<file path="src/rtl/tweezer_multiaxis_pi_if.sv">
// Measurement/parameter input bus and controller output bus of the multi-axis PI core.
// The master drives measurements, setpoints and gains; the slave returns outputs.
interface tweezer_multiaxis_pi_if #(
    parameter int NUM_AXES = 3,
    parameter int IN_W     = 16,
    parameter int COEFF_W  = 10,
    parameter int OUT_W    = 16
);
    logic [NUM_AXES*IN_W-1:0]    in_data;
    logic                        in_valid;
    logic                        in_ready;
    logic [NUM_AXES*IN_W-1:0]    setpoint;
    logic [NUM_AXES*COEFF_W-1:0] kp;
    logic [NUM_AXES*COEFF_W-1:0] ki;
    logic [NUM_AXES*OUT_W-1:0]   out_data;
    logic                        out_valid;
    logic [NUM_AXES-1:0]         sat_flags;

    modport master (
        output in_data, in_valid, setpoint, kp, ki,
        input  in_ready, out_data, out_valid, sat_flags
    );

    modport slave (
        input  in_data, in_valid, setpoint, kp, ki,
        output in_ready, out_data, out_valid, sat_flags
    );
endinterface

</file>
<file path="src/rtl/tweezer_multiaxis_pi.sv">
// Time-multiplexed N-axis PI controller sharing one multiplier across axes,
// with output saturation, anti-windup, per-axis enable and a valid/ready input.
module tweezer_multiaxis_pi #(
    parameter int NUM_AXES   = 3,
    parameter int IN_W       = 16,
    parameter int IN_FRAC    = 15,
    parameter int COEFF_W    = 10,
    parameter int COEFF_FRAC = 9,
    parameter int ACC_W      = 24,
    parameter int OUT_W      = 16,
    parameter int OUT_FRAC   = 15
) (
    input  logic                      clk,
    input  logic                      reset,
    tweezer_multiaxis_pi_if.slave     bus,
    input  logic                      pi_reset,
    input  logic [NUM_AXES-1:0]       pi_enable,
    input  logic                      pi_freeze
);
    localparam int CH_W  = (NUM_AXES > 1) ? $clog2(NUM_AXES) : 1;
    localparam int SHIFT = IN_FRAC - OUT_FRAC;
    localparam logic [CH_W-1:0] LAST_CH = CH_W'(NUM_AXES - 1);
    localparam logic signed [ACC_W+1:0] Y_MAX = {{(ACC_W+3-OUT_W){1'b0}}, {(OUT_W-1){1'b1}}};
    localparam logic signed [ACC_W+1:0] Y_MIN = {{(ACC_W+3-OUT_W){1'b1}}, {(OUT_W-1){1'b0}}};
    localparam logic signed [ACC_W:0]   I_MAX = {2'b00, {(ACC_W-1){1'b1}}};
    localparam logic signed [ACC_W:0]   I_MIN = {2'b11, {(ACC_W-1){1'b0}}};

    typedef enum logic [2:0] {IDLE, ERR, MULP, MULI, SUM, DONE} state_e;

    state_e state_q, state_d;
    logic [CH_W-1:0]               ch_q, ch_d;
    logic [NUM_AXES*IN_W-1:0]      meas_q, meas_d, sp_q, sp_d;
    logic [NUM_AXES*COEFF_W-1:0]   kp_q, kp_d, ki_q, ki_d;
    logic signed [ACC_W-1:0]       e_q, e_d, p_q, p_d, iinc_q, iinc_d;
    logic signed [ACC_W-1:0]       integ_q [NUM_AXES];
    logic signed [ACC_W-1:0]       integ_d [NUM_AXES];
    logic [NUM_AXES*OUT_W-1:0]     shadow_q, shadow_d, out_data_q, out_data_d;
    logic [NUM_AXES-1:0]           shadow_sat_q, shadow_sat_d, sat_flags_q, sat_flags_d;

    logic [IN_W-1:0]               sp_sel, meas_sel;
    logic [COEFF_W-1:0]            mul_coeff;
    logic signed [ACC_W+COEFF_W:0] prod;
    logic signed [ACC_W-1:0]       mul_res, integ_cur, integ_sat;
    logic signed [ACC_W:0]         i_new;
    logic signed [ACC_W+1:0]       u_w, y_w;
    logic                          clamp_hi, clamp_lo, windup;
    logic [OUT_W-1:0]              ax_y;
    logic                          ax_sat;

    // State register
    always_ff @(posedge clk) begin
        if (reset) state_q <= IDLE;
        else       state_q <= state_d;
    end

    // NOTE: every comb output gets a default before the case so no path leaves it unassigned (no latch).
    always_comb begin
        state_d = state_q;
        case (state_q)
            IDLE:    if (bus.in_valid) state_d = ERR;
            ERR:     state_d = MULP;
            MULP:    state_d = MULI;
            MULI:    state_d = SUM;
            SUM:     state_d = (ch_q == LAST_CH) ? DONE : ERR;
            DONE:    state_d = IDLE;
            default: state_d = IDLE;
        endcase
    end

    always_comb begin
        bus.in_ready  = (state_q == IDLE);
        bus.out_valid = (state_q == DONE);
    end

    assign bus.out_data  = out_data_q;
    assign bus.sat_flags = sat_flags_q;

    // Shared datapath: one multiplier serves both gains, selected by state.
    always_comb begin
        sp_sel    = sp_q[int'(ch_q)*IN_W +: IN_W];
        meas_sel  = meas_q[int'(ch_q)*IN_W +: IN_W];
        mul_coeff = (state_q == MULP) ? kp_q[int'(ch_q)*COEFF_W +: COEFF_W]
                                      : ki_q[int'(ch_q)*COEFF_W +: COEFF_W];
        prod      = e_q * $signed({1'b0, mul_coeff});
        mul_res   = ACC_W'(prod >>> COEFF_FRAC);

        integ_cur = integ_q[ch_q];
        i_new     = (ACC_W+1)'(integ_cur) + (ACC_W+1)'(iinc_q);
        integ_sat = (i_new > I_MAX) ? ACC_W'(I_MAX) :
                    (i_new < I_MIN) ? ACC_W'(I_MIN) : i_new[ACC_W-1:0];
        u_w       = (ACC_W+2)'(p_q) + (ACC_W+2)'(i_new);
        y_w       = u_w >>> SHIFT;
        clamp_hi  = (y_w > Y_MAX);
        clamp_lo  = (y_w < Y_MIN);
        // Hold the integrator only when it is pushing further into the clamp.
        windup    = (clamp_hi && !iinc_q[ACC_W-1] && (iinc_q != '0)) ||
                    (clamp_lo && iinc_q[ACC_W-1]);
    end

    always_comb begin
        ch_d         = ch_q;
        meas_d       = meas_q;
        sp_d         = sp_q;
        kp_d         = kp_q;
        ki_d         = ki_q;
        e_d          = e_q;
        p_d          = p_q;
        iinc_d       = iinc_q;
        integ_d      = integ_q;
        shadow_d     = shadow_q;
        shadow_sat_d = shadow_sat_q;
        out_data_d   = out_data_q;
        sat_flags_d  = sat_flags_q;
        ax_y         = '0;
        ax_sat       = 1'b0;

        case (state_q)
            IDLE: if (bus.in_valid) begin
                meas_d = bus.in_data;
                sp_d   = bus.setpoint;
                kp_d   = bus.kp;
                ki_d   = bus.ki;
                ch_d   = '0;
            end
            ERR:  e_d    = ACC_W'($signed(sp_sel)) - ACC_W'($signed(meas_sel));
            MULP: p_d    = mul_res;
            MULI: iinc_d = mul_res;
            SUM: begin
                if (!pi_enable[ch_q]) begin
                    integ_d[ch_q] = '0;
                end else begin
                    ax_sat = clamp_hi || clamp_lo;
                    ax_y   = clamp_hi ? OUT_W'(Y_MAX) :
                             clamp_lo ? OUT_W'(Y_MIN) : y_w[OUT_W-1:0];
                    if (!pi_freeze && !windup) integ_d[ch_q] = integ_sat;
                end
                shadow_d[int'(ch_q)*OUT_W +: OUT_W] = ax_y;
                shadow_sat_d[ch_q]                  = ax_sat;
                if (ch_q == LAST_CH) begin
                    out_data_d  = shadow_d;
                    sat_flags_d = shadow_sat_d;
                end else begin
                    ch_d = ch_q + CH_W'(1);
                end
            end
            default: ;
        endcase

        if (pi_reset) begin
            for (int k = 0; k < NUM_AXES; k++) integ_d[k] = '0;
        end
    end

    // NOTE: sequential state uses non-blocking assignments so every flop samples pre-edge values.
    always_ff @(posedge clk) begin
        if (reset) begin
            ch_q         <= '0;
            meas_q       <= '0;
            sp_q         <= '0;
            kp_q         <= '0;
            ki_q         <= '0;
            e_q          <= '0;
            p_q          <= '0;
            iinc_q       <= '0;
            // NOTE: the integrator array is reset explicitly; a stale integral would kick the trap.
            for (int k = 0; k < NUM_AXES; k++) integ_q[k] <= '0;
            shadow_q     <= '0;
            shadow_sat_q <= '0;
            out_data_q   <= '0;
            sat_flags_q  <= '0;
        end else begin
            ch_q         <= ch_d;
            meas_q       <= meas_d;
            sp_q         <= sp_d;
            kp_q         <= kp_d;
            ki_q         <= ki_d;
            e_q          <= e_d;
            p_q          <= p_d;
            iinc_q       <= iinc_d;
            integ_q      <= integ_d;
            shadow_q     <= shadow_d;
            shadow_sat_q <= shadow_sat_d;
            out_data_q   <= out_data_d;
            sat_flags_q  <= sat_flags_d;
        end
    end
endmodule

</file>
<file path="src/flat_wrapper.sv">
// flat-port wrapper written by rule: the top's interface ports become plain ports
module tweezer_multiaxis_pi_flat 
#(
    parameter int NUM_AXES   = 3,
    parameter int IN_W       = 16,
    parameter int IN_FRAC    = 15,
    parameter int COEFF_W    = 10,
    parameter int COEFF_FRAC = 9,
    parameter int ACC_W      = 24,
    parameter int OUT_W      = 16,
    parameter int OUT_FRAC   = 15
)
  (clk, reset, pi_reset, pi_enable, pi_freeze, bus_in_data, bus_in_valid, bus_setpoint, bus_kp, bus_ki, bus_in_ready, bus_out_data, bus_out_valid, bus_sat_flags);
  tweezer_multiaxis_pi_if #(.NUM_AXES(NUM_AXES), .IN_W(IN_W), .COEFF_W(COEFF_W), .OUT_W(OUT_W)) bus_i ();
  input  logic clk;
  input  logic reset;
  input  logic pi_reset;
  input  logic [NUM_AXES-1:0] pi_enable;
  input  logic pi_freeze;
  input wire logic [$bits(bus_i.in_data)-1:0] bus_in_data;
  input wire logic [$bits(bus_i.in_valid)-1:0] bus_in_valid;
  input wire logic [$bits(bus_i.setpoint)-1:0] bus_setpoint;
  input wire logic [$bits(bus_i.kp)-1:0] bus_kp;
  input wire logic [$bits(bus_i.ki)-1:0] bus_ki;
  output wire logic [$bits(bus_i.in_ready)-1:0] bus_in_ready;
  output wire logic [$bits(bus_i.out_data)-1:0] bus_out_data;
  output wire logic [$bits(bus_i.out_valid)-1:0] bus_out_valid;
  output wire logic [$bits(bus_i.sat_flags)-1:0] bus_sat_flags;
  assign bus_i.in_data = bus_in_data;
  assign bus_i.in_valid = bus_in_valid;
  assign bus_i.setpoint = bus_setpoint;
  assign bus_i.kp = bus_kp;
  assign bus_i.ki = bus_ki;
  assign bus_in_ready = bus_i.in_ready;
  assign bus_out_data = bus_i.out_data;
  assign bus_out_valid = bus_i.out_valid;
  assign bus_sat_flags = bus_i.sat_flags;
  tweezer_multiaxis_pi #(.NUM_AXES(NUM_AXES), .IN_W(IN_W), .IN_FRAC(IN_FRAC), .COEFF_W(COEFF_W), .COEFF_FRAC(COEFF_FRAC), .ACC_W(ACC_W), .OUT_W(OUT_W), .OUT_FRAC(OUT_FRAC)) u_core (.clk(clk), .reset(reset), .bus(bus_i), .pi_reset(pi_reset), .pi_enable(pi_enable), .pi_freeze(pi_freeze));
endmodule
</file>
<file path="config.mk">
export PLATFORM = sky130hd
export DESIGN_NAME = tweezer_multiaxis_pi_flat
export DESIGN_NICKNAME = d
export VERILOG_FILES = /design/src/rtl/tweezer_multiaxis_pi_if.sv /design/src/rtl/tweezer_multiaxis_pi.sv /design/src/flat_wrapper.sv
export SDC_FILE = /design/constraint.sdc
export NUM_CORES = 1
export LEC_CHECK = 0
export CAP_MARGIN = 5
export CORE_UTILIZATION = 40
export CTS_CLUSTER_DIAMETER = 50
export DETAILED_ROUTE_END_ITERATION = 6
export DONT_BUFFER_PORTS = 1
export HOLD_SLACK_MARGIN = 0.08
export PLACE_DENSITY = 0.63
export REMOVE_ABC_BUFFERS = 1
export SETUP_SLACK_MARGIN = 0.1
export SYNTH_ARGS = -nofsm -noshare
export SYNTH_HDL_FRONTEND = slang
export SYNTH_SLANG_ARGS = --single-unit
</file>
<file path="constraint.sdc">
create_clock -name clk -period 14.15 [get_ports clk]
set_input_delay 0.7075 -clock clk [delete_from_list [all_inputs] [get_ports clk]]
set_output_delay 0.7075 -clock clk [all_outputs]
set_load 0.01 [all_outputs]
</file>
# [Yosys cells after proc, flatten, opt, wreduce, memory -nomap -nowiden]
# Cells that the tools add are included.
[word_totals] word_cells=97 out_inout_bits=53 ff_bits=400 input_bits=164
[classes] n_mux=29 multipliers=2 n_bitwise=3 reduce_logical=19 n_lt_le_gt_ge=8 addsub=5 n_shift=6 eq_ne=9
[op_table] op="$mux 72" n=2
[op_table] op="$mux 24" n=5
[op_table] op="$shiftx 48x7->16" n=2
[op_table] op="$and 72x72->72" n=1
[op_table] op="$bwmux 72" n=1
[op_table] op="$not 72->72" n=1
[op_table] op="$mux 16" n=4
[op_table] op="$shiftx 30x32->10" n=2
[op_table] op="$bmux 24 s2" n=1
[op_table] op="$bwmux 48" n=1
[op_table] op="$demux 24 s2" n=1
[op_table] op="$shift 16x33->48 const A" n=1
[op_table] op="$shiftx 16x33->48" n=1
[op_table] op="$neg 6->33" n=1
[op_table] op="$mul 17x11->28" n=1
[op_table] op="$add 24x25->26" n=1
[op_table] op="$gt 26x16->1 const B" n=1
[op_table] op="$lt 26x16->1 const B" n=1
[op_table] op="$add 24x24->25" n=1
[op_table] op="$gt 25x24->1 const B" n=1
[op_table] op="$lt 25x24->1 const B" n=1
[op_table] op="$reduce_bool 24->1" n=1
[op_table] op="$sub 16x16->17" n=1
[op_table] op="$pmux 3 s5" n=1
[op_table] op="28 further kinds" n=47

# [Logic depth before layout (Yosys ltp)]
# Gate-level depths: netlist of the first run.
[depth] depth_word=14 mapped_depth=29 depth_no_buf=25

# [Worst setup path after synthesis of the first run]
# Ideal clock, no wire load.
[synth_timing] kind="reg-to-reg" startpoint="reg u_core.state_q[1]" endpoint="reg u_core.p_q[22]" n_path_buf=2 setup_slack_ns=7.062 path_stages_with_launch=26 required_time_ns=14.080 period_less_slack_ns=7.088 setup_ns=0.070 arrival_time_ns=7.018 cell_sequence="dfxtp_1 > nor3b_1 > buf_2 > buf_1 > mux4_2 > nand2_1 > o21ai_1 > and2_1 > fa_1 > inv_1 > fa_1 > fa_1 > fa_1 > inv_1 > fa_1 > ha_1 > a21o_1 > a21o_1 > a21o_1 > a21o_1 > a21o_1 > a21o_1 > or4_1 > nand4_1 > o21ai_0 > a21oi_1"
[synth_between] elab_chain_cells=3
[synth_lines] item="start, declared" line="tweezer_multiaxis_pi.sv:30" source="state_e state_q, state_d;"
[synth_lines] item="start signal, assigned" line="tweezer_multiaxis_pi.sv:53" source="else state_q <= state_d;"
[synth_lines] item="$eq 3x2->1 *" line="tweezer_multiaxis_pi.sv:82, tweezer_multiaxis_pi.sv:117"
[synth_lines] item="$mux 10" line="tweezer_multiaxis_pi.sv:82" source="mul_coeff = (state_q == MULP) ? kp_q[int'(ch_q)*COEFF_W +: COEFF_W]"
[synth_lines] item="$mul 17x11->28" line="tweezer_multiaxis_pi.sv:84" source="prod = e_q * $signed({1'b0, mul_coeff});"
[synth_lines] item="end signal, assigned" line="tweezer_multiaxis_pi.sv:178" source="p_q <= p_d;"
[synth_lines] item="end, declared" line="tweezer_multiaxis_pi.sv:34" source="logic signed [ACC_W-1:0] e_q, e_d, p_q, p_d, iinc_q, iinc_d;"
# Mark *: on every way between the ends. The rest lies on a longest branch, timed or not.
# A chain may end at the register's enable or synchronous reset.

# [Final worst setup path of the first run]
[layout_timing] startpoint="reg u_core.ch_q[0]" endpoint="reg u_core.p_q[16]"
[layout_between] elab_chain_cells=4
[layout_lines] item="start, declared" line="tweezer_multiaxis_pi.sv:31" source="logic [CH_W-1:0] ch_q, ch_d;"
[layout_lines] item="start signal, assigned" line="tweezer_multiaxis_pi.sv:172" source="ch_q <= ch_d;"
[layout_lines] item="$mul 2x3->5 *" line="tweezer_multiaxis_pi.sv:82, tweezer_multiaxis_pi.sv:83"
[layout_lines] item="$shiftx 30x32->10, on equally long branches" line="tweezer_multiaxis_pi.sv:83, tweezer_multiaxis_pi.sv:82"
[layout_lines] item="$mux 10 *" line="tweezer_multiaxis_pi.sv:82"
[layout_lines] item="$mul 17x11->28 *" line="tweezer_multiaxis_pi.sv:84"
# Marked as above.

==> impl_metrics.csv, run 1 <==
group,metric,value,unit
outcome,status,"completed",
clock_network,post_cts_resized,0,
finish,final_common_cell,"nand2_1",
worst_setup_path,critPathSlowestCell,"inv_1",
finish,area_growth,8.67,%
floorplan,start_util,40.6,%
floorplan,ios,217,
worst_setup_path,reg2reg_from,"u_core.ch_q[0]",
timing,fmax,0.130,GHz
worst_setup_path,worstSetupPathType,"register to register",
floorplan,dieWidth,255,um
finish,mostFrequentLayoutCells,"nand2_1, dfxtp_1, a21oi_1",
finish,multi_input_area,0.0164,mm^2
clock_network,clock_latency,0.61,ns
timing,min_period_over_period,54.4,%
logic_synthesis,synth_warnings,0,
logic_synthesis,synth_top_area_share,30.3,%
clock_network,clock_sink_count,389,
worst_setup_path,worst-path-max-fanout,22,
job,cap_violations,0,
timing,finalClockSkew,0.0406,ns
logic_synthesis,synthCells,3116,
timing,min_period,7.70,ns
power_and_ir_drop,finalPower,3.01,mW
worst_hold_path,whs_endpoint,"u_core.kp_q[15]",
finish,register_area,0.00779,mm^2
clock_network,cts_root_buf,"clkbuf_16",
clock_network,clkTransAtPathRegs,0.06,ns
floorplan,core_area,0.0633,mm^2
worst_setup_path,r2r-end,"u_core.p_q[16]",
logic_synthesis,synthFlopType,"dfxtp_1",
worst_setup_path,slowest_delay,0.69,ns
global_route,grt_overflow,0,
power_and_ir_drop,p_leak,11.6,nW
worst_setup_path,reg2reg_depth,23,
finish,final_layout_size_suffix_gt1_share,5.60,%
timing,rsz0062_at_grt,"no",
clock_network,cts_buffers,48,
route,drt-initial-drc-count,1532,
logic_synthesis,synth_top_area_cell,"dfxtp_1",
worst_hold_path,hp-class,"input port to register",
worst_setup_path,arrival,8.15,ns
clock_network,clock_path_buffers,3,
clock_network,cts_tree,"built",
logic_synthesis,ys_async_sr_fraction,0,%
worst_setup_path,r2r_setup_slack,6.45,ns
worst_hold_path,hold-path-cell-count,1,
timing,tightestPinTransition,1.23,ns
place,dp.cells,3795,
place,gp_congestion,0.881,
worst_setup_path,path_delay_family,"adder cells",
route,post-route-drc-count,0,
global_route,grt_util_all_layers,20.6,%
route,drtPass1Iterations,6,
logic_synthesis,ys_ff_latch,389,
worst_setup_path,cp.required,14.60,ns
timing,relSlewSlack,17.9,%
place,port_buffers,0,
finish,stdcell_count,3886,
timing,setup_tns,0,ns
logic_synthesis,avgSynthCellArea,8.24,um^2
floorplan,fp-row-count,92,
route,wl,67900,um
worst_hold_path,hp-start,"reset",
timing,setup_viol,0,
clock_network,post_cts_buffers,0,
worst_setup_path,cp_common_cell,"fa_1",
route,wl_per_cell,17.5,um
power_and_ir_drop,max-vdd-ir-drop,81.7,uV
place,post-dp-hpwl,48800,um
global_route,grt_max_degree,240,
worst_setup_path,critPathLaunchType,"register",
finish,nets,3450,
route,viasPerCell,5.44,
global_route,grt_pass1_vias,20700,
finish,postLayoutCoreUtil,44.1,%
finish,fill_cells,6530,
timing,hold_viol,0,
timing,maxSlewViolCount,0,
clock_network,cts_max_level,2,
logic_synthesis,netlist_area,0.0257,mm^2
floorplan,die_y,255,um
timing,hold_ws,0.194,ns
logic_synthesis,yosys-top-cells-area,"dfxtp_1, fa_1, nand2_1, a21oi_1, ha_1",
route,vias,21100,
global_route,antenna_found_initial,0,
logic_synthesis,ys_seq_area_share,30.3,%
worst_setup_path,end_kind,"register",
logic_synthesis,synth_cell_type_count,86,
global_route,grt_pass1_wl,111000,um
worst_setup_path,crit_start,"u_core.ch_q[0]",
clock_network,cts_hold_buffers,0,
logic_synthesis,synth_edf_count,0,
worst_setup_path,path_buf_inv,5,
worst_setup_path,crit_chain,"inv_1 -> nand2_1 -> a21oi_1 -> a21oi_1 -> buf_4 -> nand2b_1 -> fa_1 -> fa_1 -> inv_1 -> fa_1 -> inv_1 -> fa_1 -> inv_1 -> fa_1 -> ha_1 -> o21a_1 -> o21a_1 -> o211ai_1 -> or2_2 -> o2111ai_1 -> nand4_1 -> a21boi_0 -> o311ai_0",
route,ant_nets,0,
floorplan,dieArea,0.0652,mm^2
power_and_ir_drop,power.density,108,mW/mm^2
[worst max-delay path by stage]
stage | end | slack [ns] | cells after the start
floorplan | u_core.shadow_q[42] | 4.00 | 23
global placement | u_core.iinc_q[16] | 6.49 | 23
detailed placement | u_core.iinc_q[22] | 6.41 | 25
CTS | u_core.iinc_q[22] | 6.40 | 25
global route | u_core.iinc_q[16] | 5.85 | 23
finish | u_core.p_q[16] | 6.45 | 23
[logic make-up after synthesis]
| family | synth area share (%) |
|---|---|
| compound gates | 18.9 |
| xor+xnor | 2.35 |
| fa+ha+maj | 18.5 |
| buf+inv | 6.12 |
| flops | 30.3 |
| mux | 5.71 |
| simple gates | 18.1 |
[metrics by stage]
| stage | instance area (um^2) | setup slack (ns) |
|---|---|---|
| floorplan | 24900 | 4.00 |
| global placement | 26200 | 6.49 |
| detailed placement | 26200 | 6.41 |
| CTS | 27900 | 6.40 |
| global route | 27900 | 5.85 |
| finish | 27900 | 6.45 |
[Yosys cell counts (all sizes together) (18+ instances only)]
cell type and instances:
nand2 676, dfxtp 389, a21oi 355, inv 193, clkbuf 171, fa 155
o21ai 149, ha 132, mux2i 124, nor2 95, nor2b 87, xnor2 48
nand3 36, a21o 35, and2 30, buf 30, nor3 27, o22ai 27
a32oi 24, a31oi 23, o211ai 21, xor2 21, o21a 19, nand2b 18
[state kept, by name, indices dropped and copies added, names as in the netlist]
signal	flops
u_core.shadow_q	48
u_core.shadow_sat_q	2
u_core.state_q	3
u_core.integ_q	72
u_core.bus.out_data	48
u_core.kp_q	30
u_core.p_q	19
u_core.ki_q	30
u_core.ch_q	2
u_core.bus.sat_flags	3
u_core.meas_q	48
u_core.e_q	17
u_core.sp_q	48
u_core.iinc_q	19
[per-layer routing]
layer | track usage (%) | wire, um | vias up | part of all wire, %
met1 | 27.5 | 30900 | 10100 | 45
met3 | 3.54 | 3820 | 107 | 5.6
li1 | - | - | 10400 | -
met5 | 0 | 0 | - | 0
met2 | 34.1 | 31700 | 571 | 47
met4 | 5.89 | 1470 | 0 | 2.2
[report_power, final]
part           switching, mW  internal (mW)  total [mW]
sequential            0.0488           1.14        1.19
combinational          0.346          0.192       0.538
clock                  0.533          0.752        1.29
total                  0.928           2.09        3.01
[final cells by class]
class / instances / area share, %
clock buffers: 60 / 4.57
clock inverters: 29 / 1.43
repair buffers: 34 / 0.914
multi-input cells: 2330 / 58.7
flip-flops and latches: 389 / 27.9
well taps: 846 / 3.79
diodes: 2 / 0.0179
inverters: 196 / 2.64
Power figures use the tool's default switching activity.
==> run 2: changes to the inputs <==
==> constraint.sdc (replaced) <==
create_clock -name clk -period 8 [get_ports clk]
set_input_delay 0.4 -clock clk [delete_from_list [all_inputs] [get_ports clk]]
set_output_delay 0.4 -clock clk [all_outputs]
set_load 0.01 [all_outputs]
==> run 2 against run 1 <==
Against the previous run: via count rose by 3.0%; largest power group unchanged; clock-buffer cell count rose by 4; power rose by 80%; combinational power rose by 93%.
==> impl_metrics.csv, run 2 (synthesis results as in run 1) <==
group,metric,value,unit
floorplan,die_y,255,um
route,vias,21800,
route,wl_per_cell,17.6,um
timing,tightestPinTransition,1.10,ns
worst_setup_path,arrival,7.90,ns
clock_network,cts_root_buf,"clkbuf_16",
place,dp.cells,3809,
clock_network,cts_tree,"built",
worst_setup_path,worstSetupPathType,"register to register",
clock_network,cts_max_level,2,
timing,hold_ws,0.126,ns
finish,final_layout_size_suffix_gt1_share,5.74,%
route,ant_nets,0,
timing,setup_viol,0,
worst_setup_path,worst-path-max-fanout,17,
place,gp_congestion,0.877,
finish,final_common_cell,"nand2_1",
worst_setup_path,cp.required,8.51,ns
floorplan,start_util,40.6,%
worst_hold_path,hold-path-cell-count,2,
power_and_ir_drop,power.density,183,mW/mm^2
global_route,grt_pass1_wl,115000,um
floorplan,ios,217,
worst_setup_path,end_kind,"register",
timing,maxSlewViolCount,0,
finish,nets,3623,
global_route,grt_overflow,0,
timing,fmax,0.135,GHz
power_and_ir_drop,max-vdd-ir-drop,148,uV
outcome,status,"completed",
finish,largest_reg_flops,72,
route,post-route-drc-count,0,
route,wl,71400,um
floorplan,core_area,0.0633,mm^2
place,dp_slack,0.511,ns
place,port_buffers,0,
job,cap_violations,0,
clock_network,clkTransAtPathRegs,0.06,ns
timing,finalClockSkew,0.0272,ns
finish,stdcell_count,4053,
finish,mostFrequentLayoutCells,"nand2_1, dfxtp_1, a21oi_1",
clock_network,clock_sink_count,389,
timing,min_period,7.39,ns
timing,min_period_over_period,92.4,%
floorplan,dieArea,0.0652,mm^2
worst_setup_path,reg2reg_depth,25,
floorplan,fp-row-count,92,
route,viasPerCell,5.37,
finish,postLayoutCoreUtil,46.8,%
timing,rsz0062_at_grt,"no",
route,drtPass1Iterations,5,
finish,regMostFlops,"u_core.integ_q",
worst_setup_path,critPathLaunchType,"register",
timing,relSlewSlack,26.9,%
global_route,grt_pass1_vias,21400,
clock_network,cts_buffers,48,
clock_network,clock_latency,0.60,ns
place,post-dp-hpwl,50200,um
finish,area_growth,15.4,%
global_route,grt_util_all_layers,21.6,%
floorplan,dieWidth,255,um
clock_network,clock_path_buffers,3,
global_route,antenna_found_initial,0,
timing,hold_viol,0,
route,drt-initial-drc-count,1554,
timing,fin_ws,0.608,ns
finish,n_antenna_cell,0,
worst_hold_path,hp-class,"input port to register",
power_and_ir_drop,p_leak,12.3,nW
global_route,grt_max_degree,227,
clock_network,post_cts_buffers,0,
-- run 2: cell types whose count changed in the layout (fill, tap and decap cells not counted), moves of 2 or more --
cell	before	now
a211o_2	2	0
dlygate4sd3_1	0	158
a211o_1	4	6
inv_8	4	1
buf_4	34	47
clkbuf_1	9	5
diode_2	2	0
clkinv_4	4	1
clkbuf_8	3	10
clkinvlp_4	3	1
-- run 2: metal layers --
| metal | wire, um | track usage, % | up-vias |
|---|---|---|---|
| li1 | - | - | 10700 |
| met1 | 31900 | 28.1 | 10400 |
| met2 | 34100 | 36.7 | 546 |
| met3 | 3490 | 3.18 | 115 |
| met4 | 1850 | 6.49 | 0 |
| met5 | 0 | 0 | - |
-- run 2: path summary, 6_finish.rpt --
check | slack [ns] | startpoint | end
min | 0.13 | reset | u_core.shadow_q[43]
min reg2reg | 0.45 | u_core.ki_q[1] | u_core.ki_q[1]
max | 0.61 | u_core.state_q[1] | u_core.iinc_q[22]
max reg2reg | 0.61 | u_core.state_q[1] | u_core.iinc_q[22]
-- run 2: what timing repair did --
action / 4_1_cts / 5_1_grt
resized for setup: 0 / 1
setup endpoints to repair: 0 / 2
hold buffers: 159 / 0
hold endpoints to repair: 226 / 0
-- run 2: area by class of cell --
type                            count  area (um^2)
Inverter                          196          736
Timing Repair Buffer              207         1980
Fill cell                        6067        33700
Tap cell                          846         1060
Clock buffer                       64         1380
Multi-Input combinational cell   2330        16400
Clock inverter                     21          295
Sequential cell                   389         7790
-- run 2: where the power goes --
| group | internal [mW] | switching, mW | total, mW |
|---|---|---|---|
| clock network | 1.36 | 0.910 | 2.27 |
| logic | 0.395 | 0.641 | 1.04 |
| registers | 2.02 | 0.0861 | 2.11 |
-- run 2: critical path, stage by stage, from the launching register on --
cell and delay [ns]:
dfxtp_1 0.53, nor3b_2 0.23, buf_4 0.30, mux4_2 0.55, nand2_1 0.08, o21ai_1 0.07, buf_4 0.19, and2_1 0.21
fa_2 0.69, inv_1 0.10, fa_1 0.56, fa_1 0.45, fa_1 0.54, inv_1 0.05, fa_1 0.47, ha_1 0.38
a21o_1 0.18, a21o_1 0.17, a21o_1 0.17, a21o_1 0.17, a21o_1 0.17, a21o_1 0.20, or4_1 0.47, nand4_1 0.11
o21ai_0 0.08, a21oi_1 0.15
-- run 2: metrics by stage --
step	setup TNS, ns	power [mW]	instance area [um^2]
after floorplan	-205.34	2.82	24900
after global placement	0	3.08	26300
after detailed placement	0	3.09	26300
after CTS	0	5.44	29600
after global routing	0	5.66	29600
final	0	5.41	29600
